===== src/rtl/axi_pkg.sv =====
// Minimal AXI type definitions shared by the HyperBus front end.
package axi_pkg;

  typedef logic [7:0] len_t;
  typedef logic [1:0] burst_t;

  localparam burst_t BURST_FIXED = 2'b00;
  localparam burst_t BURST_INCR  = 2'b01;
  localparam burst_t BURST_WRAP  = 2'b10;

endpackage


===== src/rtl/hyperbus_pkg.sv =====
// HyperBus types: PHY transfer descriptor, scheduler state/direction enums and
// the default AXI request struct seen by the transaction scheduler.
package hyperbus_pkg;

  localparam int unsigned DefAddrWidth = 32;
  localparam int unsigned DefIdWidth   = 4;
  localparam int unsigned DefNumChips  = 2;

  typedef struct packed {
    logic [31:0] address;
    logic [15:0] burst;
    logic        burst_type;
    logic        address_space;
  } hyper_tf_t;

  typedef enum logic [1:0] {
    IDLE     = 2'd0,
    ISSUE    = 2'd1,
    WAIT_RSP = 2'd2
  } hyper_sched_state_e;

  typedef enum logic {
    DIR_READ  = 1'b0,
    DIR_WRITE = 1'b1
  } hyper_dir_e;

  typedef struct packed {
    logic [DefAddrWidth-1:0] addr;
    logic [DefIdWidth-1:0]   id;
    axi_pkg::len_t           len;
    axi_pkg::burst_t         burst;
    logic [DefNumChips-1:0]  cs;
  } hyper_ax_req_t;

endpackage


===== src/rtl/hyperbus_trans_sched_if.sv =====
// AW/AR request channels between the AXI front end (master) and the
// transaction scheduler (slave).
interface hyperbus_trans_sched_if #(
  parameter type ax_req_t = hyperbus_pkg::hyper_ax_req_t
);

  ax_req_t aw;
  logic    aw_valid;
  logic    aw_ready;
  ax_req_t ar;
  logic    ar_valid;
  logic    ar_ready;

  modport master (
    output aw, aw_valid, ar, ar_valid,
    input  aw_ready, ar_ready
  );

  modport slave (
    input  aw, aw_valid, ar, ar_valid,
    output aw_ready, ar_ready
  );

endinterface


===== src/rtl/hyperbus_sched_arb.sv =====
// Direction arbiter for the transaction scheduler. Round-robin by default;
// with HYPERBUS_SCHED_READ_PRIO_EN reads win unless writes have starved.
module hyperbus_sched_arb
  import hyperbus_pkg::*;
#(
  parameter int unsigned StarveLimit = 4
) (
  input  logic       clk_i,
  input  logic       rst_i,
  input  logic       en_i,
  input  logic       aw_valid_i,
  input  logic       ar_valid_i,
  output hyper_dir_e grant_dir_o,
  output logic       grant_valid_o
);

  hyper_dir_e last_dir_q, last_dir_d;

`ifdef HYPERBUS_SCHED_READ_PRIO_EN
  localparam int unsigned CntWidth = $clog2(StarveLimit + 1);
  logic [CntWidth-1:0] starve_cnt_q, starve_cnt_d;
  logic                starved;

  assign starved = (starve_cnt_q == CntWidth'(StarveLimit));
`endif

  always_comb begin
    grant_valid_o = en_i && (aw_valid_i || ar_valid_i);
    grant_dir_o   = DIR_READ;
    if (aw_valid_i && ar_valid_i) begin
`ifdef HYPERBUS_SCHED_READ_PRIO_EN
      grant_dir_o = starved ? DIR_WRITE : DIR_READ;
`else
      grant_dir_o = (last_dir_q == DIR_WRITE) ? DIR_READ : DIR_WRITE;
`endif
    end else if (aw_valid_i) begin
      grant_dir_o = DIR_WRITE;
    end else begin
      grant_dir_o = DIR_READ;
    end

    last_dir_d = last_dir_q;
    if (grant_valid_o) begin
      last_dir_d = grant_dir_o;
    end else begin
      last_dir_d = last_dir_q;
    end

`ifdef HYPERBUS_SCHED_READ_PRIO_EN
    // A write waiting behind a read grant ages; any write grant forgives it.
    starve_cnt_d = starve_cnt_q;
    if (grant_valid_o && (grant_dir_o == DIR_WRITE)) begin
      starve_cnt_d = '0;
    end else if (grant_valid_o && aw_valid_i && !starved) begin
      starve_cnt_d = starve_cnt_q + CntWidth'(1);
    end else begin
      starve_cnt_d = starve_cnt_q;
    end
`endif
  end

  always_ff @(posedge clk_i) begin
    if (rst_i) begin
      last_dir_q <= DIR_WRITE;
`ifdef HYPERBUS_SCHED_READ_PRIO_EN
      starve_cnt_q <= '0;
`endif
    end else begin
      last_dir_q <= last_dir_d;
`ifdef HYPERBUS_SCHED_READ_PRIO_EN
      starve_cnt_q <= starve_cnt_d;
`endif
    end
  end

endmodule


===== src/rtl/hyperbus_trans_sched.sv =====
// HyperBus transaction scheduler: one PHY transfer at a time, ID/direction held
// until its response completes. Optional macro: HYPERBUS_SCHED_READ_PRIO_EN.
module hyperbus_trans_sched
  import hyperbus_pkg::*;
#(
  parameter int unsigned AddrWidth   = 32,
  parameter int unsigned IdWidth     = 4,
  parameter int unsigned NumChips    = 2,
  parameter int unsigned StarveLimit = 4,
  parameter type         ax_req_t    = hyper_ax_req_t
) (
  input  logic                 clk_i,
  input  logic                 rst_i,
  hyperbus_trans_sched_if.slave req_if,
  output hyper_tf_t            trans_o,
  output logic [NumChips-1:0]  trans_cs_o,
  output logic                 trans_write_o,
  output logic                 trans_valid_o,
  input  logic                 trans_ready_i,
  input  logic                 r_done_i,
  input  logic                 b_done_i,
  output logic [IdWidth-1:0]   rsp_id_o,
  output logic                 rsp_write_o,
  output logic                 rsp_valid_o,
  output logic                 busy_o,
  output logic                 proto_err_o
);

  hyper_sched_state_e   state_q, state_d;
  hyper_dir_e           dir_q, dir_d;
  logic [AddrWidth-1:0] addr_q, addr_d;
  logic [IdWidth-1:0]   id_q, id_d;
  axi_pkg::len_t        len_q, len_d;
  logic                 btype_q, btype_d;
  logic [NumChips-1:0]  cs_q, cs_d;
  logic                 err_q, err_d;

  logic       arb_en;
  logic       grant_valid;
  hyper_dir_e grant_dir;
  logic       done_ok;
  logic       done_bad;

  assign arb_en = (state_q == IDLE) && !rst_i;

  hyperbus_sched_arb #(
    .StarveLimit (StarveLimit)
  ) i_arb (
    .clk_i         (clk_i),
    .rst_i         (rst_i),
    .en_i          (arb_en),
    .aw_valid_i    (req_if.aw_valid),
    .ar_valid_i    (req_if.ar_valid),
    .grant_dir_o   (grant_dir),
    .grant_valid_o (grant_valid)
  );

  always_comb begin
    state_d = state_q;
    dir_d   = dir_q;
    addr_d  = addr_q;
    id_d    = id_q;
    len_d   = len_q;
    btype_d = btype_q;
    cs_d    = cs_q;
    err_d   = err_q;
    req_if.aw_ready = 1'b0;
    req_if.ar_ready = 1'b0;

    done_ok  = (dir_q == DIR_WRITE) ? b_done_i : r_done_i;
    done_bad = (dir_q == DIR_WRITE) ? r_done_i : b_done_i;

    case (state_q)
      IDLE: begin
        if (r_done_i || b_done_i) begin
          err_d = 1'b1;
        end else begin
          err_d = err_q;
        end
        if (arb_en && grant_valid) begin
          req_if.aw_ready = (grant_dir == DIR_WRITE);
          req_if.ar_ready = (grant_dir == DIR_READ);
          dir_d   = grant_dir;
          state_d = ISSUE;
          if (grant_dir == DIR_WRITE) begin
            addr_d  = req_if.aw.addr;
            id_d    = req_if.aw.id;
            len_d   = req_if.aw.len;
            btype_d = req_if.aw.burst[0];
            cs_d    = req_if.aw.cs;
          end else begin
            addr_d  = req_if.ar.addr;
            id_d    = req_if.ar.id;
            len_d   = req_if.ar.len;
            btype_d = req_if.ar.burst[0];
            cs_d    = req_if.ar.cs;
          end
        end else begin
          state_d = IDLE;
        end
      end
      ISSUE: begin
        // The response cannot precede the transfer, even in the handshake cycle.
        if (r_done_i || b_done_i) begin
          err_d = 1'b1;
        end else begin
          err_d = err_q;
        end
        if (trans_ready_i) begin
          state_d = WAIT_RSP;
        end else begin
          state_d = ISSUE;
        end
      end
      WAIT_RSP: begin
        if (done_bad) begin
          err_d = 1'b1;
        end else begin
          err_d = err_q;
        end
        if (done_ok) begin
          state_d = IDLE;
        end else begin
          state_d = WAIT_RSP;
        end
      end
      default: begin
        state_d = IDLE;
      end
    endcase
  end

  always_ff @(posedge clk_i) begin
    if (rst_i) begin
      state_q <= IDLE;
      dir_q   <= DIR_READ;
      addr_q  <= '0;
      id_q    <= '0;
      len_q   <= '0;
      btype_q <= 1'b0;
      cs_q    <= '0;
      err_q   <= 1'b0;
    end else begin
      state_q <= state_d;
      dir_q   <= dir_d;
      addr_q  <= addr_d;
      id_q    <= id_d;
      len_q   <= len_d;
      btype_q <= btype_d;
      cs_q    <= cs_d;
      err_q   <= err_d;
    end
  end

  assign trans_o.address       = 32'(addr_q);
  assign trans_o.burst         = 16'(len_q);
  assign trans_o.burst_type    = btype_q;
  assign trans_o.address_space = addr_q[AddrWidth-1];
  assign trans_cs_o    = cs_q;
  assign trans_write_o = (dir_q == DIR_WRITE);
  assign trans_valid_o = (state_q == ISSUE);
  assign rsp_id_o      = id_q;
  assign rsp_write_o   = (dir_q == DIR_WRITE);
  assign rsp_valid_o   = (state_q == ISSUE) || (state_q == WAIT_RSP);
  assign busy_o        = (state_q != IDLE);
  assign proto_err_o   = err_q;

endmodule


===== src/flat_wrapper.sv =====
// flat-port wrapper written by rule: the top's interface ports become plain ports
module hyperbus_trans_sched_flat import hyperbus_pkg::*;
#(
  parameter int unsigned AddrWidth   = 32,
  parameter int unsigned IdWidth     = 4,
  parameter int unsigned NumChips    = 2,
  parameter int unsigned StarveLimit = 4,
  parameter type         ax_req_t    = hyper_ax_req_t
)
  (clk_i, rst_i, trans_o, trans_cs_o, trans_write_o, trans_valid_o, trans_ready_i, r_done_i, b_done_i, rsp_id_o, rsp_write_o, rsp_valid_o, busy_o, proto_err_o, req_if_aw, req_if_aw_valid, req_if_ar, req_if_ar_valid, req_if_aw_ready, req_if_ar_ready);
  hyperbus_trans_sched_if #(.ax_req_t(ax_req_t)) req_if_i ();
  input  logic clk_i;
  input  logic rst_i;
  output hyper_tf_t trans_o;
  output logic [NumChips-1:0] trans_cs_o;
  output logic trans_write_o;
  output logic trans_valid_o;
  input  logic trans_ready_i;
  input  logic r_done_i;
  input  logic b_done_i;
  output logic [IdWidth-1:0] rsp_id_o;
  output logic rsp_write_o;
  output logic rsp_valid_o;
  output logic busy_o;
  output logic proto_err_o;
  input wire logic [$bits(req_if_i.aw)-1:0] req_if_aw;
  input wire logic [$bits(req_if_i.aw_valid)-1:0] req_if_aw_valid;
  input wire logic [$bits(req_if_i.ar)-1:0] req_if_ar;
  input wire logic [$bits(req_if_i.ar_valid)-1:0] req_if_ar_valid;
  output wire logic [$bits(req_if_i.aw_ready)-1:0] req_if_aw_ready;
  output wire logic [$bits(req_if_i.ar_ready)-1:0] req_if_ar_ready;
  assign req_if_i.aw = req_if_aw;
  assign req_if_i.aw_valid = req_if_aw_valid;
  assign req_if_i.ar = req_if_ar;
  assign req_if_i.ar_valid = req_if_ar_valid;
  assign req_if_aw_ready = req_if_i.aw_ready;
  assign req_if_ar_ready = req_if_i.ar_ready;
  hyperbus_trans_sched #(.AddrWidth(AddrWidth), .IdWidth(IdWidth), .NumChips(NumChips), .StarveLimit(StarveLimit), .ax_req_t(ax_req_t)) u_core (.clk_i(clk_i), .rst_i(rst_i), .req_if(req_if_i), .trans_o(trans_o), .trans_cs_o(trans_cs_o), .trans_write_o(trans_write_o), .trans_valid_o(trans_valid_o), .trans_ready_i(trans_ready_i), .r_done_i(r_done_i), .b_done_i(b_done_i), .rsp_id_o(rsp_id_o), .rsp_write_o(rsp_write_o), .rsp_valid_o(rsp_valid_o), .busy_o(busy_o), .proto_err_o(proto_err_o));
endmodule

===== config.mk =====
export PLATFORM = sky130hd
export DESIGN_NAME = hyperbus_trans_sched_flat
export DESIGN_NICKNAME = d
export VERILOG_FILES = /design/src/rtl/axi_pkg.sv /design/src/rtl/hyperbus_pkg.sv /design/src/rtl/hyperbus_trans_sched_if.sv /design/src/rtl/hyperbus_sched_arb.sv /design/src/rtl/hyperbus_trans_sched.sv /design/src/flat_wrapper.sv
export SDC_FILE = /design/constraint.sdc
export NUM_CORES = 1
export LEC_CHECK = 0
export BUFFER_PORTS_ARGS = -buffer_cell sky130_fd_sc_hd__buf_2
export CAP_MARGIN = 15
export CORE_ASPECT_RATIO = 1.75
export CORE_MARGIN = 3
export CORE_UTILIZATION = 41
export DETAILED_ROUTE_END_ITERATION = 12
export GPL_ROUTABILITY_DRIVEN = 0
export GPL_TIMING_DRIVEN = 0
export MAX_ROUTING_LAYER = met4
export PLACE_DENSITY = 0.85
export RECOVER_POWER = 100
export REMOVE_ABC_BUFFERS = 1
export SYNTH_ARGS = -nofsm -noshare
export SYNTH_HDL_FRONTEND = slang
export SYNTH_SLANG_ARGS = --single-unit

===== constraint.sdc =====
create_clock -name clk_i -period 2 [get_ports clk_i]
set_clock_uncertainty 0.05 [all_clocks]
set_input_delay 0 -clock clk_i [delete_from_list [all_inputs] [get_ports clk_i]]
set_output_delay 0 -clock clk_i [all_outputs]
set_load 0.005 [all_outputs]

# ---- After elaboration in Yosys (flattened, before gate mapping)
# Index checks and enable logic that the tools add are counted.
dict set report totals {
  ff_bits 52
  input_bits 103
  output_inout_bits 64
  elab_cells 49
}
dict set report classes {
  n_eq_ne 4
  muxes 21
  bitwise_logic 1
  reduce_logical 14
}
# cell n
set op_table {}
lappend op_table {{two-way mux 32 bit} 1}
lappend op_table {{two-way mux 1 bit} 13}
lappend op_table {{two-way mux 8 bit} 1}
lappend op_table {{two-way mux 2 bit} 3}
lappend op_table {{case mux 2 bit (3 select lines)} 1}
lappend op_table {{logical AND 1 bit} 4}
lappend op_table {{two-way mux 4 bit} 1}
lappend op_table {{inequality test 2 x 1 -> 1 bit, second input constant} 2}
lappend op_table {{nonzero test 2 bit} 2}
lappend op_table {{logical OR 1 bit} 3}
lappend op_table {{AND reduction 3 bit} 1}
lappend op_table {{equality test 2 x 1 -> 1 bit, second input constant} 1}
lappend op_table {{equality test 2 bit, second input constant} 1}
lappend op_table {{logical NOT 2 bit} 1}
lappend op_table {{case mux 1 bit (2 select lines)} 1}
lappend op_table {{AND reduction 2 bit} 1}
lappend op_table {{OR reduction 2 bit} 1}
lappend op_table {{logical NOT 1 bit} 1}
lappend op_table {{NOT 1 bit} 1}

# ---- Depth between registers and ports, before layout
dict set report logic_depth {
  depth_word 6
  mapped_depth 7
}

# ---- Hierarchy
# From an unflattened synthesis, not the netlist that was laid out.
dict set report hier_totals {
  hier_cells 259
  area_unflattened_um2 2592.5
}
# module instances cells_per_inst area_each_um2 seq_area_each_um2
set modules_own_cells {}
lappend modules_own_cells {hyperbus_trans_sched 1 253 2534.9 1021.0}
lappend modules_own_cells {hyperbus_sched_arb 1 6 57.6 20.0}

# ---- Worst setup path after synthesis
# Ideal clock, no wire load.
dict set report synth_timing {
  path_kind {reg2reg}
  start {register u_core.state_q[0]}
  end {register u_core.addr_q[23]}
  setup_ps 122
  arrival_ps 1646
  path_slack_ps 182
  stages_incl_launch_ff 8
  path_buffers 2
  path_cell_list {dfxtp_1 inv_1 ha_1 and3b_1 and3_4 buf_6 buf_6 a221o_1}
}
dict set report synth_via {
  elab_chain_len 5
}
# element line_no
set synth_lines {}
lappend synth_lines {{start, declared} hyperbus_trans_sched.sv:29} ;# hyper_sched_state_e state_q, state_d;
lappend synth_lines {{start signal, assigned} hyperbus_trans_sched.sv:144} ;# state_q <= state_d;
lappend synth_lines {{logical NOT 2 bit *} {hyperbus_trans_sched.sv:44, hyperbus_trans_sched.sv:73}}
lappend synth_lines {{logical AND 1 bit} hyperbus_trans_sched.sv:44} ;# assign arb_en = (state_q == IDLE) && !rst_i;
lappend synth_lines {{logical AND 1 bit} hyperbus_sched_arb.sv:28} ;# grant_valid_o = en_i && (aw_valid_i || ar_valid_i);
lappend synth_lines {{logical AND 1 bit} hyperbus_trans_sched.sv:80} ;# if (arb_en && grant_valid) begin
lappend synth_lines {{AND reduction 2 bit (no source line) *} --}
lappend synth_lines {{end signal, assigned} hyperbus_trans_sched.sv:146} ;# addr_q <= addr_d;
lappend synth_lines {{end, declared} hyperbus_trans_sched.sv:31} ;# logic [AddrWidth-1:0] addr_q, addr_d;
# Every way passes the cells marked *; elsewhere a longest branch is shown, timed or not.
# A chain may end at the register's enable or synchronous reset.

# ---- Worst setup path after layout
dict set report layout_timing {
  start {register u_core.state_q[0]}
  end {output port req_if_aw_ready}
}
dict set report layout_via {
  elab_chain_len 6
}
# element line_no
set layout_lines {}
lappend layout_lines {{logical NOT 2 bit *} {hyperbus_trans_sched.sv:44, hyperbus_trans_sched.sv:73}}
lappend layout_lines {{logical AND 1 bit} hyperbus_trans_sched.sv:44}
lappend layout_lines {{logical AND 1 bit} hyperbus_sched_arb.sv:28}
lappend layout_lines {{logical AND 1 bit} hyperbus_trans_sched.sv:80}
lappend layout_lines {{two-way mux 1 bit} hyperbus_trans_sched.sv:80}
lappend layout_lines {{two-way mux 1 bit *} hyperbus_trans_sched.sv:73} ;# case (state_q)
lappend layout_lines {{end, declared} flat_wrapper.sv:30} ;# output wire logic [$bits(req_if_i.aw_ready)-1:0] req_if_aw_ready;
# Marked as above.

==> summary.txt <==
GRT
  • Number of global-route vias before repair: 2,923
  • Total congestion overflow: 0
  • Antenna violations before repair: 0
  • Global-route wire length before repair: 14,800 um
  • GR Util All Layers: 0.281
  • Largest net degree at the start of global routing: 53

Run
  • MaxCap Viol Count: 0

Yosys
  • Mapped cell area: 2410 um2
  • Synth Instances: 266
  • Yosys warnings: 0
  • Seq/Total Area, Yosys: 0.432
  • Synthesized area per cell: 9.05 um2
  • Post-synth cell types: 25
  • Register bit count reported by yosys: 52
  • Top cell type's share of synthesized area: 0.432
  • Post-synth top area cell: dfxtp_1
  • Synth top area cells: dfxtp_1 43%, a221o_1 20%, nor3_1 10%

Clock network
  • Worst skew pair latency: 300 ps
  • Clock transition at path regs: 100 ps
  • CTS tree: yes
  • Root buf cell: clkbuf_8
  • H-tree depth: 2
  • Cts bufs inserted: 5
  • CTS sink cnt: 52
  • Max clock buf depth: 2

Power and ir drop
  • P per Cell Area: 693 nW/um2
  • Worst VDD drop: 0.513 mV
  • Static leakage: 1.78 nW

Setup path
  • Reg2Reg Setup Slack: 90 ps
  • Stages on worst setup path: 5
  • Kind of cell adding the most delay to the critical path: simple AND/OR/NAND/NOR gates
  • Critical path type: flop to primary output
  • Capture point of the critical path: req_if_aw_ready
  • Startpoint types: flop
  • Crit path max fanout: 12
  • Worst EP required: 1950 ps
  • Crit Reg-Reg Endpoint: u_core.addr_q[27]$_SDFFE_PP0P_
  • Worst R2R Path Depth: 5
  • Cell Chain, Critical Path: inv_1 > ha_1 > and3b_2 > and3_4 > buf_2
  • Crit path max-delay cell type: dfxtp_1
  • Buf/Inv on CP: 2
  • CP Data Arrival Time: 1870 ps
  • Crit path from: u_core.state_q[0]$_SDFF_PP0_
  • Worst path max stage delay: 360 ps
  • RR Startpoint: u_core.state_q[0]$_SDFF_PP0_
  • Crit end category: primary output

Finish
  • FILL cells: 466
  • N_diodes: 0
  • Final instance area: 3820 um2
  • Share of cells above drive strength 1: 0.330
  • Fin nets: 566
  • Area Growth Syn to Fin: 58.5%
  • Final core utilization: 0.678

Placement
  • Dpl hpwl: 5750 um
  • IO buf count: 156
  • Pre-CTS WS: -266 ps
  • Area after DPL: 3210 um2

Detailed routing
  • Total number of vias: 2,956
  • Drt drc: 0
  • Via/cell ratio: 5.54
  • Detail Route Antenna Nets: 0
  • DRT iter0 DRCs: 253
  • 1st-pass router iterations: 4
  • Routed length per placed instance: 17.8 um
  • Routed WL: 9490 um

STA
  • Fmax: 522 MHz
  • Hold Vio Cnt, Final: 0
  • Final worst slack: 83.9 ps
  • Crit share post-route: 0.958
  • Relative slew slack: 0.373
  • Worst-Margin Slew: 941 ps
  • Final setup viols: 0
  • RSZ-0062 raised after global routing: false
  • Hold Slack: 40.7 ps
  • Min Tclk post-route: 1920 ps
  • Slew Limit Fails: 0
  • Total negative slack: 0 ps

Worst hold path
  • Worst hold path type: input port to flop

Floorplanning
  • Initial core utilization: 0.428
  • CORE AREA: 5630 um2
  • Die area: 6870 um2
  • Rows: 36
  • Die H: 107 um
  • Die W: 63.9 um
  • I/O pin count: 167

Outcome
  • Status: finished, final reports clean
==> tightest hold or removal path, stage by stage <==
cell	delay, ps
buf_2	70
nand2_1	40
nor3_1	120
a221o_1	120
==> cell type report <==
cell class,count,area (um2),area share
Sequential cell,52,1040,0.273
Clock buffer,6,82.6,0.0216
Clock inverter,2,15.0,0.00393
Timing Repair Buffer,212,1370,0.358
Multi-Input combinational cell,182,1200,0.315
Tap cell,76,95.1,0.0249
Inverter,4,15.0,0.00393
==> state kept, by name (all words and copies together), names as in the netlist <==
| register | count |
|---|---|
| u_core.rsp_id_o | 4 |
| u_core.state_q | 2 |
| u_core.rsp_write_o | 1 |
| u_core.i_arb.last_dir_q | 1 |
| u_core.len_q | 8 |
| u_core.btype_q | 1 |
| u_core.trans_cs_o | 2 |
| u_core.addr_q | 32 |
| u_core.proto_err_o | 1 |
==> repair_timing <==
action | 4_1_cts | 5_1_grt
buffers inserted | 2 | 1
hold buffers | 49 | 0
hold endpoints to repair | 51 | 0
resized for setup | 2 | 2
gates cloned | 2 | 0
pin swaps | 2 | 1
setup endpoints to repair | 48 | 27
==> placed cells by master (no fill, tap or decap), types with 2 or more instances in the layout <==
cell	n
nor3_1	49
dlygate4sd3_1	49
clkbuf_1	29
dfxtp_1	52
buf_4	2
and3_4	3
clkbuf_8	6
nand2_1	48
nor2_1	2
or2_2	2
inv_1	4
clkinvlp_4	2
conb_1	8
a221o_1	48
a21oi_1	3
buf_2	127
buf_16	3
mux2i_1	2
ha_1	5
==> logic make-up (layout without fill, tap and decap cells) <==
logic type,count (synthesis),in the layout,share of synthesized area
DFF,52,52,0.432
and+or+nand+nor,109,111,0.209
adders and majority gates,6,6,0.0312
buffers and inverters,41,224,0.0997
other,1,8,0.00156
AOI/OAI and AO/OA,55,55,0.218
muxes,2,2,0.00831
==> cells in the mapped netlist (all sizes together) <==
| library cell | number |
|---|---|
| dfxtp | 52 |
| nor3 | 49 |
| a221o | 48 |
| nand2 | 48 |
| buf | 24 |
| clkbuf | 13 |
| ha | 6 |
| inv | 4 |
| a21oi | 3 |
| or2 | 3 |
| a31oi | 2 |
| mux2i | 2 |
| nor2 | 2 |
| nor2b | 2 |
| a22oi | 1 |
| a32oi | 1 |
| and3 | 1 |
| and3b | 1 |
| conb | 1 |
| nand3 | 1 |
| nand3b | 1 |
| nor3b | 1 |
==> worst min path at each step <==
stage,slack [ps],to,cells after the start,startpoint
after floorplan,20,u_core.proto_err_o$_SDFFE_PP0P_,1,rst_i
after detailed placement,180,u_core.addr_q[14]$_SDFFE_PP0P_,2,req_if_aw[30]
after global placement,170,u_core.trans_cs_o[0]$_SDFFE_PP0P_,2,req_if_aw[0]
final,40,u_core.addr_q[21]$_SDFFE_PP0P_,4,req_if_ar[37]
after CTS,20,u_core.addr_q[31]$_SDFFE_PP0P_,4,req_if_ar[47]
after global routing,40,u_core.addr_q[31]$_SDFFE_PP0P_,4,req_if_ar[47]
==> through the flow <==
stage | std cells | power, mW
detailed placement | 472 | 1.92
global route | 534 | 2.77
finish | 534 | 2.64
CTS | 533 | 2.64
floorplan | 236 | 1.53
global placement | 468 | 1.84
==> layer usage <==
layer	wire (um)	track usage
met5	0	-
met4	368	0.122
met3	639	0.0418
met2	5220	0.499
met1	3260	0.304
==> where the power goes <==
group          internal (mW)  switching, mW  leakage, nW
Sequential              1.16         0.0783        0.429
Combinational          0.404          0.369         1.30
Clock                  0.281          0.350       0.0434
Total                   1.85          0.797         1.78
Power figures use the tool's default switching activity.
